--- src/rtl/hcsr04_echo_responder.sv ---
// Cycle-accurate stand-in for an HC-SR04 sensor: accepts a trigger pulse and answers with an
// echo pulse whose width encodes Distance_Set after the burst delay.
module hcsr04_echo_responder #(
  parameter int unsigned TICKS_PER_US = 50,
  parameter int unsigned MIN_TRIG_US  = 10,
  parameter int unsigned BURST_US     = 200,
  parameter int unsigned US_PER_CM    = 58,
  parameter int unsigned MAX_CM       = 200,
  parameter int unsigned TIMEOUT_US   = 38000,
  parameter int unsigned HOLDOFF_US   = 10000
) (
  input  logic       CLK,
  input  logic       RST,
  input  logic       Trigger,
  input  logic [7:0] Distance_Set,
  output logic       Echo,
  output logic       Busy,
  output logic       Short_Trig
);

  typedef enum logic [2:0] {IDLE, TRIG_HI, BURST, ECHO, HOLDOFF} state_t;

  localparam int PW = (TICKS_PER_US > 1) ? $clog2(TICKS_PER_US) : 1;
  localparam logic [PW-1:0] PRE_MAX  = PW'(TICKS_PER_US - 1);
  localparam logic [15:0]   MIN_W    = 16'(MIN_TRIG_US);
  localparam logic [15:0]   BURST_W  = 16'(BURST_US);
  localparam logic [15:0]   TMO_W    = 16'(TIMEOUT_US);
  localparam logic [15:0]   HOLD_W   = 16'(HOLDOFF_US);
  localparam logic [8:0]    MAX_D    = 9'(MAX_CM);

  state_t         state_q;
  logic           s1_q, s2_q, s3_q;
  logic [1:0]     vld_q;
  logic           arm_q;
  logic [PW-1:0]  pre_q;
  logic [15:0]    us_q;
  logic [7:0]     dist_q;
  logic           echo_q, busy_q, short_q;

  logic           rise, fall, tick_end, width_ok;
  logic [15:0]    echo_w;
  logic [31:0]    prod;

  // arm_q blocks a level that is already high when reset releases from looking like an edge
  assign rise     = s2_q & ~s3_q & arm_q;
  assign fall     = ~s2_q & s3_q;
  assign tick_end = (pre_q == PRE_MAX);

  // The rise-detect cycle is part of the pulse but precedes TRIG_HI, so one cycle less is required here
  assign width_ok = (us_q >= MIN_W) || ((us_q == MIN_W - 16'd1) && tick_end);

  assign prod   = 32'(dist_q) * 32'(US_PER_CM);
  assign echo_w = (dist_q == 8'd0 || {1'b0, dist_q} > MAX_D) ? TMO_W : prod[15:0];

  always_ff @(posedge CLK) begin
    if (RST) begin
      state_q <= IDLE;
      s1_q    <= 1'b0;
      s2_q    <= 1'b0;
      s3_q    <= 1'b0;
      vld_q   <= 2'b00;
      arm_q   <= 1'b0;
      pre_q   <= '0;
      us_q    <= '0;
      dist_q  <= '0;
      echo_q  <= 1'b0;
      busy_q  <= 1'b0;
      short_q <= 1'b0;
    end else begin
      s1_q    <= Trigger;
      s2_q    <= s1_q;
      s3_q    <= s2_q;
      vld_q   <= {vld_q[0], 1'b1};
      short_q <= 1'b0;
      if (vld_q[1] && !s2_q) arm_q <= 1'b1;

      if (state_q != IDLE) begin
        if (tick_end) begin
          pre_q <= '0;
          if (!(state_q == TRIG_HI && us_q >= MIN_W)) us_q <= us_q + 16'd1;
        end else begin
          pre_q <= pre_q + PW'(1);
        end
      end

      unique case (state_q)
        IDLE: begin
          if (rise) begin
            state_q <= TRIG_HI;
            busy_q  <= 1'b1;
            pre_q   <= '0;
            us_q    <= '0;
          end
        end
        TRIG_HI: begin
          if (fall) begin
            pre_q <= '0;
            us_q  <= '0;
            if (width_ok) begin
              state_q <= BURST;
              dist_q  <= Distance_Set;
            end else begin
              state_q <= IDLE;
              busy_q  <= 1'b0;
              short_q <= 1'b1;
            end
          end
        end
        BURST: begin
          if (tick_end && us_q == BURST_W - 16'd1) begin
            state_q <= ECHO;
            echo_q  <= 1'b1;
            pre_q   <= '0;
            us_q    <= '0;
          end
        end
        ECHO: begin
          if (tick_end && us_q == echo_w - 16'd1) begin
            state_q <= HOLDOFF;
            echo_q  <= 1'b0;
            pre_q   <= '0;
            us_q    <= '0;
          end
        end
        HOLDOFF: begin
          if (tick_end && us_q == HOLD_W - 16'd1) begin
            state_q <= IDLE;
            busy_q  <= 1'b0;
            pre_q   <= '0;
            us_q    <= '0;
          end
        end
        default: state_q <= IDLE;
      endcase
    end
  end

  assign Echo       = echo_q;
  assign Busy       = busy_q;
  assign Short_Trig = short_q;

endmodule
--- config.mk ---
export PLATFORM = sky130hd
export DESIGN_NAME = hcsr04_echo_responder
export DESIGN_NICKNAME = d
export VERILOG_FILES = /design/src/rtl/hcsr04_echo_responder.sv
export SDC_FILE = /design/constraint.sdc
export NUM_CORES = 1
export LEC_CHECK = 0
export ABC_AREA = 1
export CELL_PAD_IN_SITES_DETAIL_PLACEMENT = 1
export CELL_PAD_IN_SITES_GLOBAL_PLACEMENT = 1
export CORE_UTILIZATION = 40
export CTS_CLUSTER_SIZE = 14
export DETAILED_ROUTE_END_ITERATION = 8
export PLACE_DENSITY = 0.73
export SETUP_SLACK_MARGIN = 0.15
export SYNTH_ARGS = -nofsm -noshare
export SYNTH_HDL_FRONTEND = slang
export SYNTH_SLANG_ARGS = --single-unit
--- constraint.sdc ---
create_clock -name CLK -period 4 [get_ports CLK]
set_input_delay 1.2 -clock CLK [delete_from_list [all_inputs] [get_ports CLK]]
set_output_delay 1.2 -clock CLK [all_outputs]
set_load 0.005 [all_outputs]
[Word-level counts from Yosys, hierarchy flattened]
Cells that the tools add are included.
Storage, ports and cells
  register bits after elaboration: 42
  logic and storage cells: 95
Operators by class
  add/subtract/negate cells: 3
  multipliers: 1
  order comparisons: 2
  equal/unequal tests: 15
  muxes and demuxes: 35
  bitwise operators: 7
  reductions and logical operators: 19
Operators with widths (count)
  16-bit 2-to-1 mux: 9
  16-bit case mux with 5 select lines: 1
  6-bit 2-to-1 mux: 7
  6-bit case mux with 5 select lines: 1
  16-bit by 1-bit adder with 16-bit output, second input constant: 1
  16-bit by 14-bit == test with 1-bit output, second input constant: 1
  16-bit == test: 1
  16-bit by 4-bit == test with 1-bit output, second input constant: 1
  16-bit by 8-bit == test with 1-bit output, second input constant: 1
  16-bit by 4-bit greater-or-equal comparator with 1-bit output, second input constant: 1
  16-bit by 1-bit subtractor with 16-bit output, second input constant: 1
  3-bit 2-to-1 mux: 5
  3-bit case mux with 5 select lines: 1
  8-bit by 5-bit multiplier with 13-bit output, second input constant: 1
  2-bit inequality test, second input constant: 6
  5-bit AND reduction: 2
  8-bit greater-than comparator, second input constant: 1
  8-bit zero test: 1
  1-bit 2-to-1 mux: 8
  6-bit by 1-bit adder with 6-bit output, second input constant: 1
  3-bit by 2-bit == test with 1-bit output, second input constant: 2
  6-bit == test, second input constant: 1
  1-bit logical AND: 6
  3-bit AND reduction: 2
  13 further kinds: 20

[Depth between registers and ports, before layout]
  depth after elaboration: 8
  depth in mapped cells: 26

[Worst setup path after synthesis]
Ideal clock, no wire load.
  kind: register -> register
  start: reg dist_q[5]
  end: reg us_q[9]
  library setup time: 119 ps
  arrival time: 3936 ps
  setup slack: -55 ps
  cell stages (with the launch flop): 24
  path buffers: 1
  clock period less this slack: 4055 ps
  cell sequence: dfxtp_1 -> inv_1 -> fa_1 -> inv_1 -> ha_1 -> fa_1 -> ha_1 -> nand2_1 -> nand2_1 -> a21oi_1 -> nand3b_1 -> nand3_2 -> inv_1 -> nor2_1 -> nand3_1 -> nand2_1 -> inv_1 -> nor2_1 -> nand2_2 -> o21ai_4 -> nand4_4 -> nor2_4 -> buf_8 -> nor2_2
On the way
  cells in the longest elaborated chain, start to end: 8
  elaborated cells between the ends (all ways): 10
Ends and longest elaborated chain
  start, declared: RTL line 37  | logic [7:0] dist_q;
  start signal, assigned: RTL line 101  | dist_q <= Distance_Set;
  branches (longest 2 deep; another with 8-bit by 5-bit multiplier with 13-bit output)
  16-bit 2-to-1 mux *: RTL line 53  | assign echo_w = (dist_q == 8'd0 || {1'b0, dist_q} > MAX_D) ? TMO_W : prod[15:0];
  16-bit by 1-bit subtractor with 16-bit output *: RTL line 118  | if (tick_end && us_q == echo_w - 16'd1) begin
  16-bit == test *: RTL line 118
  1-bit logical AND *: RTL line 118
  16-bit 2-to-1 mux *: RTL line 118
  16-bit case mux with 5 select lines *: RTL line 86  | unique case (state_q)
  end signal, assigned: RTL line 80  | if (!(state_q == TRIG_HI && us_q >= MIN_W)) us_q <= us_q + 16'd1;
  end, declared: RTL line 36  | logic [15:0] us_q;
Mark *: on every way between the ends.
A chain may end at the register's enable or synchronous reset.

[Worst setup path in the final report]
  start: reg dist_q[3]
  end: reg state_q[0]
On the way
  cells in the longest elaborated chain, start to end: 8
  elaborated cells between the ends (all ways): 10
Ends and longest elaborated chain
  branches (longest 2 deep; another with 8-bit by 5-bit multiplier with 13-bit output)
  16-bit 2-to-1 mux *: RTL line 53
  16-bit by 1-bit subtractor with 16-bit output *: RTL line 118
  16-bit == test *: RTL line 118
  1-bit logical AND *: RTL line 118
  2-bit inequality test (no line) *
  5-bit AND reduction (no line) *
  end signal, assigned: RTL line 119  | state_q <= HOLDOFF;
  end signal, assigned: RTL line 127  | state_q <= IDLE;
  end signal, assigned: RTL line 133  | default: state_q <= IDLE;
  end, declared: RTL line 31  | state_t state_q;
Marked as above.

==> metrics.txt <==
Worst VDD drop=roughly 250 uV; Final period util=1.03; share of the yosys chip area belonging to registers=0.214; Wirelength per Cell=roughly 15 um; initial core utilization=0.420; worst-skew pair later-pin latency=0.31 ns; average cell area after synthesis=between 6 and 7 sq um; syn nets=about 660; routability cong.=0.814; GRT Util Overall=0.241; Die Ht=101 um; kind of critical path=reg2reg; data required time of the worst path=roughly 4.2 ns; number of global-route vias before repair=about 4200; multiplexer share of the synthesized area=0; routed vias/inst=around 5.1; final-stage net count=slightly above 700; ANT cells=0; post-synth cell types=42; clk buf depth=2; max-slew violation count=0; post-route ant nets=0; CTS Buf Count=5; clk root buf=clkbuf_8; critical-path maximum fanout=5; worst hold path class=reg2reg; Congestion Overflow GR=0; clk sinks=42; Die Wd=~100 um; outcome=finished with violations; final wirelength=11.4 mm; Worst Tran Pin Value=0.815 ns; synthesis-to-finish area growth=24.6%; largest net degree at the start of global routing=26; clock skew=approximately 0.012 ns; CTS tree=yes; final setup violation count=17; antenna violations before repair=0; Power Dens Cells=about 250 mW/mm^2; post-synthesis cell area=~0.004 sq mm; CP endpoint kind=register; Final Critical Period=around 4.1 ns; IO buf count=13; crit path DAT=approximately 4.4 ns; DRT iter0 DRCs=100; placed cells=between 700 and 800; hold_ws=roughly 0.4 ns; Syn Inst Count=~600; Layout Cells excl Fill=slightly below 800; failing checks=negative setup slack; Adder-Cell Fraction of Synth Area=0.174; Achievable Freq=around 240 MHz; compound-gate portion of the synthesized area=0.0893; DRC Markers=0; first-pass GRT wire length=around 19 mm; Setup WS pre-CTS=-0.107 ns; Post-Synth XOR/XNOR Area=0.0245; drt pass-1 iters=4; HPWL after detailed placement=9.15 mm; row cnt=35; RSZ-0062 raised after global routing=yes; worst relative slew slack=0.456; fin area=roughly 0.0049 sq mm; die area=just over 0.01 sq mm; flops & latches, synth=between 40 and 50; Final WS setup=-0.117 ns; Vias=approximately 4000; clk slew on worst S/H paths=about 0.10 ns; final hold vios=0; Placement Cell Area=~0.0045 sq mm; simple-gate portion of the synthesized area=0.389; Synth warnings=0; Core Box Area=0.00937 sq mm; H-tree depth=2; Max-Cap Viols=0; fraction of layout cells with a size suffix above 1=0.232; # IOs=14; critical path startpoint category=register; Pleak=about 2.3 nW; largest family of logic cells by synthesized area=simple AND/OR/NAND/NOR gates
==> placed cells by master (no fill, tap or decap), drive strengths merged, types with 2 or more instances in the layout <==
cell | netlist | final
nand4 | 17 | 17
o21ai | 24 | 24
nand3 | 65 | 65
dfxtp | 42 | 42
nor3 | 11 | 11
buf | 4 | 31
o211ai | 2 | 2
nand2 | 147 | 147
nor2 | 81 | 81
and3 | 2 | 2
clkinv | 3 | 3
xnor2 | 2 | 2
fa | 11 | 11
inv | 95 | 97
ha | 37 | 37
nor4 | 4 | 4
a21oi | 33 | 33
nand3b | 2 | 2
clkdlybuf4s50 | 0 | 13
xor2 | 9 | 9
clkbuf | 4 | 5
==> worst max-delay path, stage by stage (launching register included) <==
cell	delay, ns
dfxtp_2	0.36
inv_4	0.05
fa_1	0.55
inv_2	0.05
ha_4	0.21
fa_1	0.52
ha_4	0.35
inv_4	0.05
nand2_4	0.09
nand3_4	0.10
nand2_2	0.09
nand2_1	0.08
nand3_4	0.10
nand2_2	0.09
nor2_4	0.13
nand2_1	0.07
nand2_1	0.06
nand2_1	0.07
nor2_2	0.12
nand3_2	0.12
o21ai_4	0.21
buf_6	0.13
nand4_1	0.14
buf_4	0.20
a21oi_2	0.09
==> routing by layer <==
metal / up-vias / GRT usage / wire length (um)
li1: 2029 / - / -
met1: 1900 / 0.310 / 5520
met2: 34 / 0.432 / 5590
met3: 7 / 0.0331 / 268
met4: 0 / 0.0446 / 70
met5: - / 0 / 0
==> cell usage after synthesis (all sizes together) <==
master  count  share of area
dfxtp      42           0.21
inv        95          0.091
o211ai      2         0.0038
nor3       11          0.014
nand3      65          0.088
clkbuf      4         0.0038
a21oi      33          0.042
nand4      17          0.036
nand3b      2         0.0038
or2         1         0.0016
nand2     147           0.14
buf         4          0.011
and3        2         0.0032
a211oi      1         0.0019
nand2b      1         0.0016
o22ai       1         0.0016
nor2       81          0.089
o311ai      1         0.0022
clkinv      3         0.0041
fa         11          0.056
nor4        4         0.0064
o21ai      24          0.034
o21bai      1         0.0019
a31oi       1         0.0016
and2        1         0.0016
xnor2       2         0.0045
ha         37           0.12
xor2        9          0.020
==> where the power goes <==
group / switching [W] / internal (W)
Sequential: 0.0000218 / 0.000439
Combinational: 0.000303 / 0.000174
Clock: 0.000173 / 0.000126
Total: 0.000497 / 0.000739
==> layout make-up <==
type	count	area, sq um
fill	1250	4470
tap	129	161
clock buffer	5	68.8
multi-input combinational	455	3030
sequential	42	853
clock inverter	3	22.5
timing repair buffer	44	382
inverter	98	380
==> per-stage QoR <==
| step | total power, W | utilization | TNS (ns) |
|---|---|---|---|
| floorplan | 0.000756 | - | 0 |
| global placement | 0.000888 | 0.477 | 0 |
| detailed placement | 0.000903 | 0.477 | -1.10 |
| CTS | 0.00123 | 0.512 | -0.0637 |
| global route | 0.00132 | 0.523 | -4.83 |
| finish | 0.00124 | 0.523 | -0.737 |
==> repair_timing <==
action                     CTS  global route
pin swaps                   31            23
hold buffers                 0             0
gates cloned                 0             0
setup endpoints to repair   25            26
resized for setup           51            23
setup buffers                4             2
hold endpoints to repair     0             0
==> path summary, 6_finish.rpt <==
path             start          to  slack (ns)  cells after the start
min reg2reg   vld_q[0]    vld_q[1]        0.41                      2
min           vld_q[0]    vld_q[1]        0.41                      2
max reg2reg  dist_q[3]  state_q[0]       -0.12                     24
max          dist_q[3]  state_q[0]       -0.12                     24
==> cells by family (layout without fill, tap and decap cells) <==
logic type	after synthesis	after routing
fa+ha+maj	48	48
compound gates	64	64
xor+xnor	11	11
buf+inv	106	150
simple gates	332	332
flops	42	42
==> state kept, by name (all words and copies together), names as in the netlist <==
name / cells
us_q: 16
dist_q: 8
pre_q: 6
state_q: 3
vld_q: 2
Busy: 1
Echo: 1
Short_Trig: 1
arm_q: 1
s1_q: 1
s2_q: 1
s3_q: 1
Note: power is estimated with default switching activity, not from simulation.
